$ cat config.mk
export PLATFORM = sky130hd
export DESIGN_NAME = uart_rx_periph_flat
export DESIGN_NICKNAME = d
export VERILOG_FILES = /design/src/rtl/uart_rx_periph_pkg.sv /design/src/rtl/uart_rx_periph_if.sv /design/src/rtl/uart_rx_fifo.sv /design/src/rtl/uart_rx_periph.sv /design/src/flat_wrapper.sv
export SDC_FILE = /design/constraint.sdc
export NUM_CORES = 1
export LEC_CHECK = 0
export ABC_CLOCK_PERIOD_IN_PS = 4000
export BUFFER_PORTS_ARGS = -buffer_cell sky130_fd_sc_hd__buf_2
export CORE_UTILIZATION = 35
export DETAILED_ROUTE_END_ITERATION = 12
export GPL_TIMING_DRIVEN = 0
export SETUP_SLACK_MARGIN = 0.02
export SYNTH_ARGS = -nofsm -noshare
export SYNTH_HDL_FRONTEND = slang
export SYNTH_SLANG_ARGS = --single-unit
$ cat constraint.sdc
create_clock -name clk -period 4 [get_ports clk]
set_clock_uncertainty 0.1 [all_clocks]
set_input_delay 0.4 -clock clk [delete_from_list [all_inputs] [get_ports clk]]
set_output_delay 0.4 -clock clk [all_outputs]
set_load 0.02 [all_outputs]
$ cat src/rtl/uart_rx_periph_pkg.sv
// Shared definitions for the UART receive peripheral: its bus window, register offsets,
// receiver states and the baud divisor floor.
package uart_rx_periph_pkg;

    localparam int ADDR_W = 32;
    localparam int DATA_W = 32;

    localparam logic [ADDR_W-1:0] UART_RX_ADDR_START = 32'h0000_0200;
    localparam logic [ADDR_W-1:0] UART_RX_ADDR_END   = 32'h0000_020F;

    localparam logic [ADDR_W-1:0] REG_DATA   = 32'h0;
    localparam logic [ADDR_W-1:0] REG_STATUS = 32'h4;
    localparam logic [ADDR_W-1:0] REG_BAUD   = 32'h8;
    localparam logic [ADDR_W-1:0] REG_CTRL   = 32'hC;

    localparam logic [15:0] BAUD_MIN = 16'd4;

    typedef enum logic [1:0] {
        ST_IDLE,
        ST_START,
        ST_DATA,
        ST_STOP
    } rx_state_e;

    function automatic logic [15:0] clamp_baud(input logic [15:0] b);
        return (b < BAUD_MIN) ? BAUD_MIN : b;
    endfunction

endpackage

$ cat src/rtl/uart_rx_periph_if.sv
// Memory-mapped bus port of the UART receive peripheral.
interface uart_rx_periph_if;
    import uart_rx_periph_pkg::*;

    logic [ADDR_W-1:0] uart_r_addr_i;
    logic [ADDR_W-1:0] uart_w_addr_i;
    logic [DATA_W-1:0] uart_data_i;
    logic              uart_r_enable_i;
    logic              uart_w_enable_i;
    logic [DATA_W-1:0] uart_data_o;

    modport master (
        output uart_r_addr_i, uart_w_addr_i, uart_data_i, uart_r_enable_i, uart_w_enable_i,
        input  uart_data_o
    );

    modport slave (
        input  uart_r_addr_i, uart_w_addr_i, uart_data_i, uart_r_enable_i, uart_w_enable_i,
        output uart_data_o
    );
endinterface

$ cat src/rtl/uart_rx_fifo.sv
// Byte FIFO for received characters; head is visible combinationally, pop on empty and
// push on full (without a simultaneous pop) are ignored.
module uart_rx_fifo #(
    parameter  int DEPTH = 4,
    localparam int PTR_W = $clog2(DEPTH)
) (
    input  logic           clk,
    input  logic           rst_n,
    input  logic           push_i,
    input  logic           pop_i,
    input  logic [7:0]     data_i,
    output logic [7:0]     data_o,
    output logic           full_o,
    output logic           empty_o,
    output logic [PTR_W:0] count_o
);

    logic [7:0]       mem_q [DEPTH];
    logic [PTR_W-1:0] wr_ptr_q;
    logic [PTR_W-1:0] rd_ptr_q;
    logic [PTR_W:0]   count_q;
    logic             do_push;
    logic             do_pop;

    assign empty_o = (count_q == '0);
    assign full_o  = (count_q == (PTR_W+1)'(DEPTH));
    assign do_pop  = pop_i && !empty_o;
    // A pop in the same cycle frees the slot, so a push on full still lands.
    assign do_push = push_i && (!full_o || do_pop);

    always_ff @(posedge clk) begin
        if (!rst_n) begin
            wr_ptr_q <= '0;
            rd_ptr_q <= '0;
            count_q  <= '0;
        end else begin
            if (do_push) wr_ptr_q <= wr_ptr_q + PTR_W'(1);
            if (do_pop)  rd_ptr_q <= rd_ptr_q + PTR_W'(1);
            count_q <= count_q + (PTR_W+1)'(do_push) - (PTR_W+1)'(do_pop);
        end
    end

    always_ff @(posedge clk) begin
        if (do_push) mem_q[wr_ptr_q] <= data_i;
    end

    assign data_o  = mem_q[rd_ptr_q];
    assign count_o = count_q;

endmodule

$ cat src/rtl/uart_rx_periph.sv
// UART receiver (8N1, LSB first) with a receive FIFO and a small register file
// for data, status, baud divisor and interrupt enable.
module uart_rx_periph
    import uart_rx_periph_pkg::*;
#(
    parameter int CLK_DIV    = 87,
    parameter int FIFO_DEPTH = 4
) (
    input  logic                clk,
    input  logic                rst_n,
    uart_rx_periph_if.slave     bus,
    input  logic                rx,
    output logic                uart_irq_o
);

    localparam int CNT_W = $clog2(FIFO_DEPTH) + 1;

    rx_state_e         state_q, state_d;
    logic              rx_s1_q, rx_s2_q, rx_prev_q;
    logic [15:0]       baud_q, div_q, cnt_q, baud_eff;
    logic [2:0]        bit_idx_q;
    logic [7:0]        shift_q;
    logic              irq_en_q, overrun_q, frame_err_q;
    logic [DATA_W-1:0] rdata_q, rd_val;
    logic              cnt_zero, load_half, load_full, shift_en, push_byte, set_frame_err;
    logic              fifo_pop, fifo_full, fifo_empty;
    logic [7:0]        fifo_head, status_byte;
    logic [CNT_W-1:0]  fifo_count;
    logic [ADDR_W-1:0] r_off, w_off;
    logic              r_hit, w_hit, w_status, set_overrun;
    logic              unused_wdata;

    assign cnt_zero = (cnt_q == 16'd0);
    assign baud_eff = clamp_baud(baud_q);

    always_ff @(posedge clk) begin
        if (!rst_n) state_q <= ST_IDLE;
        else        state_q <= state_d;
    end

    always_comb begin
        state_d       = state_q;
        load_half     = 1'b0;
        load_full     = 1'b0;
        shift_en      = 1'b0;
        push_byte     = 1'b0;
        set_frame_err = 1'b0;
        unique case (state_q)
            ST_IDLE: if (rx_prev_q && !rx_s2_q) begin
                state_d   = ST_START;
                load_half = 1'b1;
            end
            ST_START: if (cnt_zero) begin
                if (!rx_s2_q) begin
                    state_d   = ST_DATA;
                    load_full = 1'b1;
                end else begin
                    state_d = ST_IDLE;
                end
            end
            ST_DATA: if (cnt_zero) begin
                shift_en  = 1'b1;
                load_full = 1'b1;
                if (bit_idx_q == 3'd7) state_d = ST_STOP;
            end
            ST_STOP: if (cnt_zero) begin
                state_d = ST_IDLE;
                if (rx_s2_q) push_byte     = 1'b1;
                else         set_frame_err = 1'b1;
            end
            default: state_d = ST_IDLE;
        endcase
    end

    // The divisor is latched on start entry so a BAUD write never disturbs a frame in flight.
    always_ff @(posedge clk) begin
        if (!rst_n) begin
            rx_s1_q   <= 1'b1;
            rx_s2_q   <= 1'b1;
            rx_prev_q <= 1'b1;
            div_q     <= clamp_baud(16'(CLK_DIV));
            cnt_q     <= '0;
            bit_idx_q <= '0;
            shift_q   <= '0;
        end else begin
            rx_s1_q   <= rx;
            rx_s2_q   <= rx_s1_q;
            rx_prev_q <= rx_s2_q;
            if (load_half) begin
                div_q     <= baud_eff;
                cnt_q     <= (baud_eff >> 1) - 16'd1;
                bit_idx_q <= '0;
            end else if (load_full) begin
                cnt_q <= div_q - 16'd1;
            end else if (!cnt_zero) begin
                cnt_q <= cnt_q - 16'd1;
            end
            if (shift_en) begin
                shift_q   <= {rx_s2_q, shift_q[7:1]};
                bit_idx_q <= bit_idx_q + 3'd1;
            end
        end
    end

    uart_rx_fifo #(.DEPTH(FIFO_DEPTH)) u_fifo (
        .clk     (clk),
        .rst_n   (rst_n),
        .push_i  (push_byte),
        .pop_i   (fifo_pop),
        .data_i  (shift_q),
        .data_o  (fifo_head),
        .full_o  (fifo_full),
        .empty_o (fifo_empty),
        .count_o (fifo_count)
    );

    assign r_off    = bus.uart_r_addr_i - UART_RX_ADDR_START;
    assign w_off    = bus.uart_w_addr_i - UART_RX_ADDR_START;
    assign r_hit    = bus.uart_r_enable_i && (bus.uart_r_addr_i >= UART_RX_ADDR_START)
                      && (bus.uart_r_addr_i <= UART_RX_ADDR_END);
    assign w_hit    = bus.uart_w_enable_i && (bus.uart_w_addr_i >= UART_RX_ADDR_START)
                      && (bus.uart_w_addr_i <= UART_RX_ADDR_END);
    assign w_status = w_hit && (w_off == REG_STATUS);
    assign fifo_pop = r_hit && (r_off == REG_DATA);
    // Full implies non-empty, so any same-cycle pop makes room for the new byte.
    assign set_overrun = push_byte && fifo_full && !fifo_pop;
    assign status_byte = {4'(fifo_count), frame_err_q, overrun_q, fifo_full, !fifo_empty};
    assign unused_wdata = ^bus.uart_data_i[31:16];

    always_comb begin
        rd_val = '0;
        case (r_off)
            REG_DATA:   rd_val = fifo_empty ? '0 : {24'b0, fifo_head};
            REG_STATUS: rd_val = {24'b0, status_byte};
            REG_BAUD:   rd_val = {16'b0, baud_q};
            REG_CTRL:   rd_val = {31'b0, irq_en_q};
            default:    rd_val = '0;
        endcase
    end

    always_ff @(posedge clk) begin
        if (!rst_n) begin
            baud_q      <= 16'(CLK_DIV);
            irq_en_q    <= 1'b0;
            overrun_q   <= 1'b0;
            frame_err_q <= 1'b0;
            rdata_q     <= '0;
        end else begin
            rdata_q <= r_hit ? rd_val : '0;
            if (w_hit && (w_off == REG_BAUD)) baud_q   <= bus.uart_data_i[15:0];
            if (w_hit && (w_off == REG_CTRL)) irq_en_q <= bus.uart_data_i[0];
            // A new event wins over a same-cycle clear so it is never lost.
            if (set_overrun)                          overrun_q <= 1'b1;
            else if (w_status && bus.uart_data_i[2])  overrun_q <= 1'b0;
            if (set_frame_err)                        frame_err_q <= 1'b1;
            else if (w_status && bus.uart_data_i[3])  frame_err_q <= 1'b0;
        end
    end

    assign bus.uart_data_o = rdata_q;
    assign uart_irq_o      = irq_en_q && !fifo_empty;

endmodule

$ cat src/flat_wrapper.sv
// flat-port wrapper written by rule: the top's interface ports become plain ports
module uart_rx_periph_flat import uart_rx_periph_pkg::*;
#(
    parameter int CLK_DIV    = 87,
    parameter int FIFO_DEPTH = 4
)
  (clk, rst_n, rx, uart_irq_o, bus_uart_r_addr_i, bus_uart_w_addr_i, bus_uart_data_i, bus_uart_r_enable_i, bus_uart_w_enable_i, bus_uart_data_o);
  uart_rx_periph_if bus_i ();
  input  logic clk;
  input  logic rst_n;
  input  logic rx;
  output logic uart_irq_o;
  input wire logic [$bits(bus_i.uart_r_addr_i)-1:0] bus_uart_r_addr_i;
  input wire logic [$bits(bus_i.uart_w_addr_i)-1:0] bus_uart_w_addr_i;
  input wire logic [$bits(bus_i.uart_data_i)-1:0] bus_uart_data_i;
  input wire logic [$bits(bus_i.uart_r_enable_i)-1:0] bus_uart_r_enable_i;
  input wire logic [$bits(bus_i.uart_w_enable_i)-1:0] bus_uart_w_enable_i;
  output wire logic [$bits(bus_i.uart_data_o)-1:0] bus_uart_data_o;
  assign bus_i.uart_r_addr_i = bus_uart_r_addr_i;
  assign bus_i.uart_w_addr_i = bus_uart_w_addr_i;
  assign bus_i.uart_data_i = bus_uart_data_i;
  assign bus_i.uart_r_enable_i = bus_uart_r_enable_i;
  assign bus_i.uart_w_enable_i = bus_uart_w_enable_i;
  assign bus_uart_data_o = bus_i.uart_data_o;
  uart_rx_periph #(.CLK_DIV(CLK_DIV), .FIFO_DEPTH(FIFO_DEPTH)) u_core (.clk(clk), .rst_n(rst_n), .bus(bus_i), .rx(rx), .uart_irq_o(uart_irq_o));
endmodule
==> results.txt, run 1 <==
outcome -> completed
multiplexer share of the synthesized area -> 7.61%
Simple-Gate Fraction of Synth Area -> 23.5%
num ports -> 134
RSZ-0062 raised after global routing -> false
Netlist cell types -> 69
Worst Setup SP -> bus_uart_r_addr_i[14]
number of buffers added on ports -> 100
ANT cells -> 0
detailed-route via count -> 5104
critical path's slowest cell -> nor4_2
DPL Wire Length -> 12000 um
CTS tree -> built
grt total ovfl -> 0
Post-synth ARST share -> 0%
wire per inst -> 15.9 um
Setup-failing EPs final -> 0
layout cells sized above 1 -> 23.7%
number of synthesized flops with an enable pin -> 32
Critical Path Start Type -> input pin
#FFs+latches synth -> 124
arrival time worst endpoint -> 3.91 ns
worst relative slew slack -> 29.7%
Switching Fraction -> 29.6%
total CTS buffers -> 17
WS Path Type -> input pin to flop
via/cell ratio -> 5.16
routability cong. -> 0.847
Die W -> 133 um
combinational share of power -> 20.7%
largest net degree at the start of global routing -> 17
ys flop type -> dfxtp_1
Leak Pwr -> 0.00282 uW
Post-Route WL -> 15800 um
Initial Utilization -> 36.1%
Worst Path Buf+Inv -> 3
CTS Hold Bufs -> 0
crit-path max FO -> 9
Die H -> 133 um
Peak VDD IR -> 0.315 mV
core area -> 16600 um2
most frequent cells in the layout -> buf_2, dfxtp_1, nand2_1
largest family of logic cells by synthesized area -> simple AND/OR/NAND/NOR gates
first-pass GRT wire length -> 25000 um
Final Hold Vio Count -> 0
Adder-Cell Fraction of Synth Area -> 3.25%
Layout Nets -> 872
Finished Cell Area -> 7430 um2
Synth Area in Compound Gates -> 12.1%
aggregate global-route resource usage -> 18.4%
CP endpoint -> u_core.u_fifo.count_o[2]$_SDFF_PN0_
DR iter-0 viols -> 360
switching power -> 1080 uW
Clock Latency Late Sink -> 0.43 ns
number of fill cells -> 1606
dpl cell area -> 6830 um2
Seq/Total Area, Yosys -> 46.7%
vias in the first global route -> 4819
path type of the worst min-delay path -> input pin to flop
Crit path depth -> 15
pre-CTS setup slack -> -0.326 ns
slew at the pin closest to its max-slew limit -> 1.05 ns
FF-to-FF Start -> u_core.cnt_q[0]$_SDFFE_PN0P_
Power Dens Cells -> 491 nW/um2
reg2reg path depth -> 13
fin crit share -> 92.9%
Syn Inst Count -> 624
H-tree levels -> 4
Required @ worst endpoint -> 4.19 ns
DIE AREA -> 17700 um2
max_cap viols -> 0
Cell Int Power -> 2570 uW
Critical Path Sink Type -> flop
Yosys warning count -> 0
reg2reg end -> u_core.u_fifo.count_o[2]$_SDFF_PN0_
TritonRoute pass-1 iters -> 6
row cnt -> 47
initial antenna violation count -> 0
max incr delay on CP -> 0.74 ns
Clk pwr share -> 40.6%
deepest clock path buffer count -> 2
fin crit period -> 3.72 ns
PnR worst setup slack -> 0.283 ns
Worst R2R Setup Slack -> 0.36 ns
CTS root buf -> clkbuf_16
Final Max Tran Viols -> 0
Max Clk Rate -> 269 MHz
Seq pwr share -> 38.7%
Post-Syn Area -> 6000 um2
Avg Inst Size Synth -> 9.62 um2
CP delay by family, top -> simple AND/OR/NAND/NOR gates
Post-DRT Antenna Nets -> 0
area grow syn2layout -> 23.8%
clk slew on worst S/H paths -> 0.06 ns
CP cell instances -> buf_2, nor4_2, nand2_1, o31a_1, nor3_1, and4_1, buf_4, nand3_1, mux2_2, ha_1, inv_1, fa_1, xor2_1, xnor2_1, nor2_1
residual DRC count -> 0
post-synthesis xor/xnor area fraction -> 1.75%
commonest non-fill, non-tap cell in the layout -> buf_2
# clock sinks -> 124
[power by group through the flow]
stage	sequential [uW]	clock (uW)	combinational [uW]
2_1_floorplan	1410	0	536
3_3_place_gp	1440	0	718
3_5_place_dp	1440	0	729
4_1_cts	1410	1500	735
5_1_grt	1420	1560	834
6_report	1410	1480	753
[cells in the mapped netlist, drive strengths merged, types with 7 or more instances]
library cell  count  share of area (%)
a21oi            50                4.2
a31oi            13                1.4
and2              7               0.73
buf              23                2.6
clkbuf           21                1.3
dfxtp            92                 31
edfxtp           32                 16
ha               14                2.9
inv              15               0.94
mux2i            22                3.7
mux4              8                3.0
nand2            67                4.2
nand3            10                1.0
nand4            14                1.5
nor2             66                4.1
nor3             12                1.1
nor4             22                2.4
nor4b            11                2.1
o21ai            14                1.2
or3               7               0.73
or4               8                1.1
xnor2             8                1.2
[sequential cells by signal, summed over array words and instances (netlist names), named ones only]
signal / count
u_core.irq_en_q: 1
u_core.overrun_q: 1
u_core.u_fifo.wr_ptr_q: 2
u_core.u_fifo.mem_q: 32
u_core.rx_s1_q: 1
u_core.u_fifo.count_o: 3
u_core.cnt_q: 16
u_core.u_fifo.rd_ptr_q: 2
u_core.shift_q: 8
u_core.state_q: 1
u_core.rx_s2_q: 1
u_core.frame_err_q: 1
u_core.bit_idx_q: 3
u_core.div_q: 16
u_core.rx_prev_q: 1
u_core.bus.uart_data_o: 16
u_core.baud_q: 16
[worst register-to-register path: stages (launching register included)]
cell and delay (ns):
dfxtp_1 0.32, nor4_1 0.47, and4_1 0.25, clkbuf_1 0.34, clkbuf_2 0.34, nand3_1 0.29, a31oi_4 0.31, mux2_2 0.20
ha_1 0.13, inv_1 0.04, fa_1 0.37, xor2_1 0.16, xnor2_1 0.13, nor2_1 0.05
[worst min-delay path by stage]
stage / start / end / cells past startpoint
5_1_grt: rx / u_core.rx_s1_q$_SDFF_PN1_ / 2
3_3_place_gp: u_core.rx_s1_q$_SDFF_PN1_ / u_core.rx_s2_q$_SDFF_PN1_ / 1
4_1_cts: rx / u_core.rx_s1_q$_SDFF_PN1_ / 2
2_1_floorplan: u_core.rx_s1_q$_SDFF_PN1_ / u_core.rx_s2_q$_SDFF_PN1_ / 1
3_5_place_dp: u_core.rx_s1_q$_SDFF_PN1_ / u_core.rx_s2_q$_SDFF_PN1_ / 1
6_report: rx / u_core.rx_s1_q$_SDFF_PN1_ / 2
[per-stage QoR]
stage               util (%)  power [uW]  hold WS, ns  instances  setup TNS, ns
floorplan                  -        1950        0.286        639              0
global placement        41.1        2160        0.294        959         -0.418
detailed placement      41.1        2160        0.303        959         -0.449
CTS                     44.5        3650       0.0408        991              0
global route            44.7        3810       0.0851        989              0
finish                  44.7        3650       0.0543        989              0
[timing repair]
action	CTS	global route
setup buffers	0	1
gates cloned	0	0
gates resized for setup	1	6
endpoints found under the hold margin	0	0
setup endpoints to repair	1	4
[final cells by class]
cell class | instances | area (um2) | area share [%]
buffer | 41 | 229 | 3.08
clock buffer | 24 | 524 | 7.06
clock inverter | 8 | 53.8 | 0.724
inverter | 17 | 63.8 | 0.859
multi-input combinational | 454 | 2970 | 40.0
sequential | 124 | 2800 | 37.7
tap | 220 | 275 | 3.70
timing repair buffer | 101 | 508 | 6.84
[cell families (layout without fill, tap and decap cells)]
group	after synthesis	count (layout)
flip-flops	124	124
AO/OA/AOI/OAI	117	117
adder cells (fa/ha/maj)	15	15
multiplexers	35	35
AND/OR/NAND/NOR	259	259
buffers and inverters	61	191
other	1	16
XOR/XNOR	12	12
[per-layer routing]
metal,vias up,wire length (um),track usage [%]
met5,-,0,0
met4,0,264,6.77
met3,19,924,4.79
met2,157,7270,29.0
met1,2407,7290,24.3
li1,2521,-,-
Power figures use the tool's default switching activity.
==> inputs of run 2 (changes only) <==
--- a/config.mk
+++ b/config.mk
@@ -7,10 +7,14 @@
 export LEC_CHECK = 0
 export ABC_CLOCK_PERIOD_IN_PS = 4000
 export BUFFER_PORTS_ARGS = -buffer_cell sky130_fd_sc_hd__buf_2
+export CELL_PAD_IN_SITES_DETAIL_PLACEMENT = 1
+export CELL_PAD_IN_SITES_GLOBAL_PLACEMENT = 1
 export CORE_UTILIZATION = 35
 export DETAILED_ROUTE_END_ITERATION = 12
 export GPL_TIMING_DRIVEN = 0
+export PLACE_DENSITY_LB_ADDON = 0.1
 export SETUP_SLACK_MARGIN = 0.02
+export SLEW_MARGIN = 20
 export SYNTH_ARGS = -nofsm -noshare
 export SYNTH_HDL_FRONTEND = slang
 export SYNTH_SLANG_ARGS = --single-unit
==> results.txt, run 2 (synthesis results as in run 1) <==
outcome -> completed
grt total ovfl -> 0
CTS tree -> built
wire per inst -> 18.4 um
via/cell ratio -> 5.31
Critical Path Sink Type -> flop
Max Clk Rate -> 265 MHz
Final Hold Vio Count -> 0
residual DRC count -> 0
Worst R2R Setup Slack -> 0.23 ns
area grow syn2layout -> 23.8%
H-tree levels -> 4
CP endpoint -> u_core.u_fifo.count_o[2]$_SDFF_PN0_
Critical Path Start Type -> flop
most frequent cells in the layout -> buf_2, dfxtp_1, nand2_1
Final Max Tran Viols -> 0
max reg flops -> 32
slew at the pin closest to its max-slew limit -> 0.998 ns
number of instances in the placed design -> 959
Post-Route WL -> 18200 um
pre-CTS setup slack -> -0.626 ns
Initial Utilization -> 36.1%
number of fill cells -> 1959
fin crit period -> 3.77 ns
PnR worst setup slack -> 0.230 ns
DIE AREA -> 17700 um2
Worst Setup SP -> u_core.cnt_q[1]$_SDFFE_PN0P_
deepest clock path buffer count -> 2
Die H -> 133 um
WS Path Type -> flop to flop
WHS -> 0.0666 ns
Worst Path Buf+Inv -> 3
Final Non-Filler Cells -> 988
reg2reg end -> u_core.u_fifo.count_o[2]$_SDFF_PN0_
Layout Nets -> 871
clk slew on worst S/H paths -> 0.06 ns
TritonRoute pass-1 iters -> 4
arrival time worst endpoint -> 3.95 ns
Clock Latency Late Sink -> 0.42 ns
Required @ worst endpoint -> 4.18 ns
CTS root buf -> clkbuf_16
vias in the first global route -> 5426
Leak Pwr -> 0.00281 uW
Peak VDD IR -> 0.301 mV
row cnt -> 47
max_cap viols -> 0
postcts setup bufs -> 0
DR iter-0 viols -> 248
# clock sinks -> 124
detailed-route via count -> 5243
CP delay by family, top -> simple AND/OR/NAND/NOR gates
CTS Hold Bufs -> 0
CP cell instances -> nor4_1, and4_1, clkbuf_1, clkbuf_2, nand3_1, a31oi_2, mux2_2, ha_1, inv_1, fa_1, xor2_1, xnor2_1, nor2_1
initial antenna violation count -> 0
routability cong. -> 0.847
Die W -> 133 um
core area -> 16600 um2
fin crit share -> 94.3%
Setup-failing EPs final -> 0
max incr delay on CP -> 0.43 ns
commonest non-fill, non-tap cell in the layout -> buf_2
reg2reg path depth -> 13
ANT cells -> 0
FF-to-FF Start -> u_core.cnt_q[1]$_SDFFE_PN0P_
layout cells sized above 1 -> 24.0%
total CTS buffers -> 17
critical path's slowest cell -> nor4_1
DPL Wire Length -> 14200 um
aggregate global-route resource usage -> 21.2%
num ports -> 134
crit-path max FO -> 10
Power Dens Cells -> 492 nW/um2
number of buffers added on ports -> 100
path type of the worst min-delay path -> input pin to flop
first-pass GRT wire length -> 28700 um
largest net degree at the start of global routing -> 17
RSZ-0062 raised after global routing -> false
Post-DRT Antenna Nets -> 0
Crit path depth -> 13
worst relative slew slack -> 32.9%
largest reg by FF count -> u_core.u_fifo.mem_q
-- run 2: changes by cell type in the layout (fill, tap and decap cells not counted), moves of 2 or more --
| cell | previous run | this run |
|---|---|---|
| clkbuf_16 | 19 | 17 |
| clkbuf_8 | 3 | 0 |
| clkinv_2 | 3 | 0 |
| clkinv_4 | 1 | 3 |
| inv_6 | 1 | 6 |
| nor4_1 | 20 | 18 |
-- run 2: cell type report --
class / count / area, um2 / share of cell area (%)
plain buffers: 41 / 229 / 3.08
clock buffers: 18 / 429 / 5.78
clock inverters: 14 / 135 / 1.82
inverters: 17 / 63.8 / 0.859
multi-input cells: 454 / 2990 / 40.3
flip-flops and latches: 124 / 2800 / 37.7
well taps: 220 / 275 / 3.71
repair buffers: 100 / 500 / 6.74
-- run 2: through the flow --
stage	util, %	total power [uW]	setup TNS, ns	instance area [um2]
global route	44.6	3830	0	7430
CTS	44.5	3670	0	7410
detailed placement	41.1	2190	-4.89	6830
finish	44.6	3650	0	7430
floorplan	-	1950	0	6060
global placement	41.1	2170	-0.603	6830
-- run 2: layer usage --
metal | global-route usage, % | up-vias | share of wire [%]
li1 | - | 2524 | -
met1 | 26.4 | 2561 | 44
met2 | 36.6 | 135 | 49
met3 | 4.29 | 23 | 4.8
met4 | 6.83 | 0 | 1.5
met5 | 0 | - | 0
-- run 2: worst min-delay path by stage --
stage	start	to	slack, ns	cells past startpoint
after floorplan	u_core.rx_s1_q$_SDFF_PN1_	u_core.rx_s2_q$_SDFF_PN1_	0.29	1
after global placement	u_core.rx_s1_q$_SDFF_PN1_	u_core.rx_s2_q$_SDFF_PN1_	0.29	1
after detailed placement	u_core.rx_s1_q$_SDFF_PN1_	u_core.rx_s2_q$_SDFF_PN1_	0.30	1
after CTS	rx	u_core.rx_s1_q$_SDFF_PN1_	0.05	2
after global routing	rx	u_core.rx_s1_q$_SDFF_PN1_	0.06	2
final	rx	u_core.rx_s1_q$_SDFF_PN1_	0.07	2
-- run 2: where the power goes --
part	total [uW]	switching, uW	leakage (uW)	internal, uW
clock network	1460	597	0.000266	865
logic	775	476	0.00150	299
registers	1420	62.0	0.00104	1360
-- run 2: timing repair --
action	4_1_cts	5_1_grt
endpoints found under the setup margin	3	4
gates resized for setup	3	6
endpoints found under the hold margin	0	0
==> inputs of run 3 (changes only) <==
--- a/config.mk
+++ b/config.mk
@@ -9,6 +9,8 @@
 export BUFFER_PORTS_ARGS = -buffer_cell sky130_fd_sc_hd__buf_2
 export CELL_PAD_IN_SITES_DETAIL_PLACEMENT = 1
 export CELL_PAD_IN_SITES_GLOBAL_PLACEMENT = 1
+export CORE_ASPECT_RATIO = 0.9
+export CORE_MARGIN = 1.5
 export CORE_UTILIZATION = 35
 export DETAILED_ROUTE_END_ITERATION = 12
 export GPL_TIMING_DRIVEN = 0
==> results.txt, run 3 (synthesis results as in run 1) <==
worst relative slew slack -> 50.4%
Max Clk Rate -> 270 MHz
Power Dens Cells -> 527 nW/um2
aggregate global-route resource usage -> 21.4%
WS Path Type -> flop to flop
vias in the first global route -> 5456
most frequent cells in the layout -> buf_2, dfxtp_1, nand2_1
DR iter-0 viols -> 263
FF-to-FF Start -> u_core.state_q[0]$_SDFFE_PN0P_
CP cell instances -> inv_1, ha_1, nand3b_4, buf_2, buf_2, a21o_2, ha_1, o311ai_0, or2_1, nand4b_1, or4_1, a21oi_1
Critical Path Sink Type -> flop
path type of the worst min-delay path -> input pin to flop
PnR worst setup slack -> 0.292 ns
max incr delay on CP -> 0.48 ns
DIE AREA -> 17900 um2
reg2reg path depth -> 12
Hold Startpoint -> rx
Required @ worst endpoint -> 4.25 ns
ANT cells -> 0
Die W -> 141 um
Initial Utilization -> 35.6%
critical path's slowest cell -> or4_1
pre-CTS setup slack -> -0.306 ns
number of buffers added on ports -> 100
fin crit period -> 3.71 ns
RSZ-0062 raised after global routing -> false
Clock Latency Late Sink -> 0.42 ns
arrival time worst endpoint -> 3.95 ns
largest reg by FF count -> u_core.u_fifo.mem_q
area grow syn2layout -> 25.6%
Final Hold Vio Count -> 0
max reg flops -> 32
Peak VDD IR -> 0.292 mV
wire per inst -> 18.9 um
hold path depth -> 2
overall power -> 3970 uW
fin crit share -> 92.7%
max_cap viols -> 0
Final Max Tran Viols -> 0
layout cells sized above 1 -> 24.7%
hold endpoint -> u_core.rx_s1_q$_SDFF_PN1_
crit-path max FO -> 10
largest net degree at the start of global routing -> 17
via/cell ratio -> 5.31
Die H -> 127 um
routability cong. -> 0.837
Setup-failing EPs final -> 0
# clock sinks -> 124
Critical Path Start Type -> flop
reg2reg end -> u_core.cnt_q[14]$_SDFFE_PN0P_
H-tree levels -> 4
total negative slack -> 0 ns
num ports -> 134
core area -> 16800 um2
clk slew on worst S/H paths -> 0.06 ns
first-pass GRT wire length -> 29400 um
detailed-route via count -> 5206
DPL Wire Length -> 14200 um
initial antenna violation count -> 0
row cnt -> 45
CTS tree -> built
Post-Route WL -> 18500 um
total CTS buffers -> 17
slew at the pin closest to its max-slew limit -> 0.738 ns
deepest clock path buffer count -> 2
Leak Pwr -> 0.00288 uW
Worst R2R Setup Slack -> 0.29 ns
commonest non-fill, non-tap cell in the layout -> buf_2
Layout Nets -> 872
residual DRC count -> 0
outcome -> completed
TritonRoute pass-1 iters -> 4
Post-DRT Antenna Nets -> 0
CTS root buf -> clkbuf_16
grt total ovfl -> 0
## run 3: cell count changes in the layout (fill, tap and decap cells not counted), moves of 2 or more
cell        delta
clkinv_4       +2
bufinv_16      +4
clkinvlp_4     -3
buf_2          +2
clkbuf_16      +2
inv_6          -5
## run 3: worst max-delay path by stage
stage                              startpoint                             endpoint  slack [ns]  cells past startpoint
2_1_floorplan           bus_uart_r_addr_i[14]  u_core.u_fifo.count_o[2]$_SDFF_PN0_        0.48                     14
3_3_place_gp            bus_uart_r_addr_i[16]  u_core.u_fifo.count_o[2]$_SDFF_PN0_       -0.23                     14
3_5_place_dp            bus_uart_r_addr_i[16]  u_core.u_fifo.count_o[2]$_SDFF_PN0_       -0.31                     14
4_1_cts        u_core.state_q[0]$_SDFFE_PN0P_        u_core.cnt_q[14]$_SDFFE_PN0P_        0.05                     13
5_1_grt        u_core.state_q[0]$_SDFFE_PN0P_        u_core.cnt_q[14]$_SDFFE_PN0P_        0.04                     12
6_report       u_core.state_q[0]$_SDFFE_PN0P_        u_core.cnt_q[14]$_SDFFE_PN0P_        0.29                     12
## run 3: final cells by class
cell class                 count  area, um2
buffer                        42        235
clock buffer                  20        479
clock inverter                12        208
fill                        1952       9300
inverter                      17       63.8
multi-input combinational    454       2990
sequential                   124       2800
tap                          211        264
timing repair buffer         100        500
## run 3: layer usage
layer | up-vias | share of wire (%) | GRT usage (%)
met4 | 0 | 1.4 | 6.13
met2 | 149 | 46 | 35.1
met1 | 2518 | 48 | 28.5
met3 | 19 | 4.7 | 4.69
met5 | - | 0 | 0
li1 | 2520 | - | -
## run 3: power breakdown
group          switching (uW)  internal, uW
Combinational             486           295
Clock                     589          1190
Sequential               59.6          1360
## run 3: metrics by stage
stage	area (um2)	hold WS, ns	std cells	utilization, %
2_1_floorplan	6060	0.286	639	-
3_3_place_gp	6820	0.292	950	40.5
3_5_place_dp	6820	0.306	950	40.5
4_1_cts	7510	0.0572	982	44.6
5_1_grt	7540	0.0825	980	44.8
6_report	7540	0.0651	980	44.8
## run 3: worst max-delay path: cells and delay by family, from the launching register on
family	cells	cell delay (ns)
AO/OA/AOI/OAI	3	0.60
AND/OR/NAND/NOR	4	1.33
adder cells (fa/ha/maj)	2	0.49
flip-flops	1	0.42
buffers and inverters	3	0.69
## run 3: what timing repair did
action,4_1_cts,5_1_grt
resized for setup,4,9
hold buffers,0,0
setup buffers,0,0
endpoints found under the setup margin,4,7
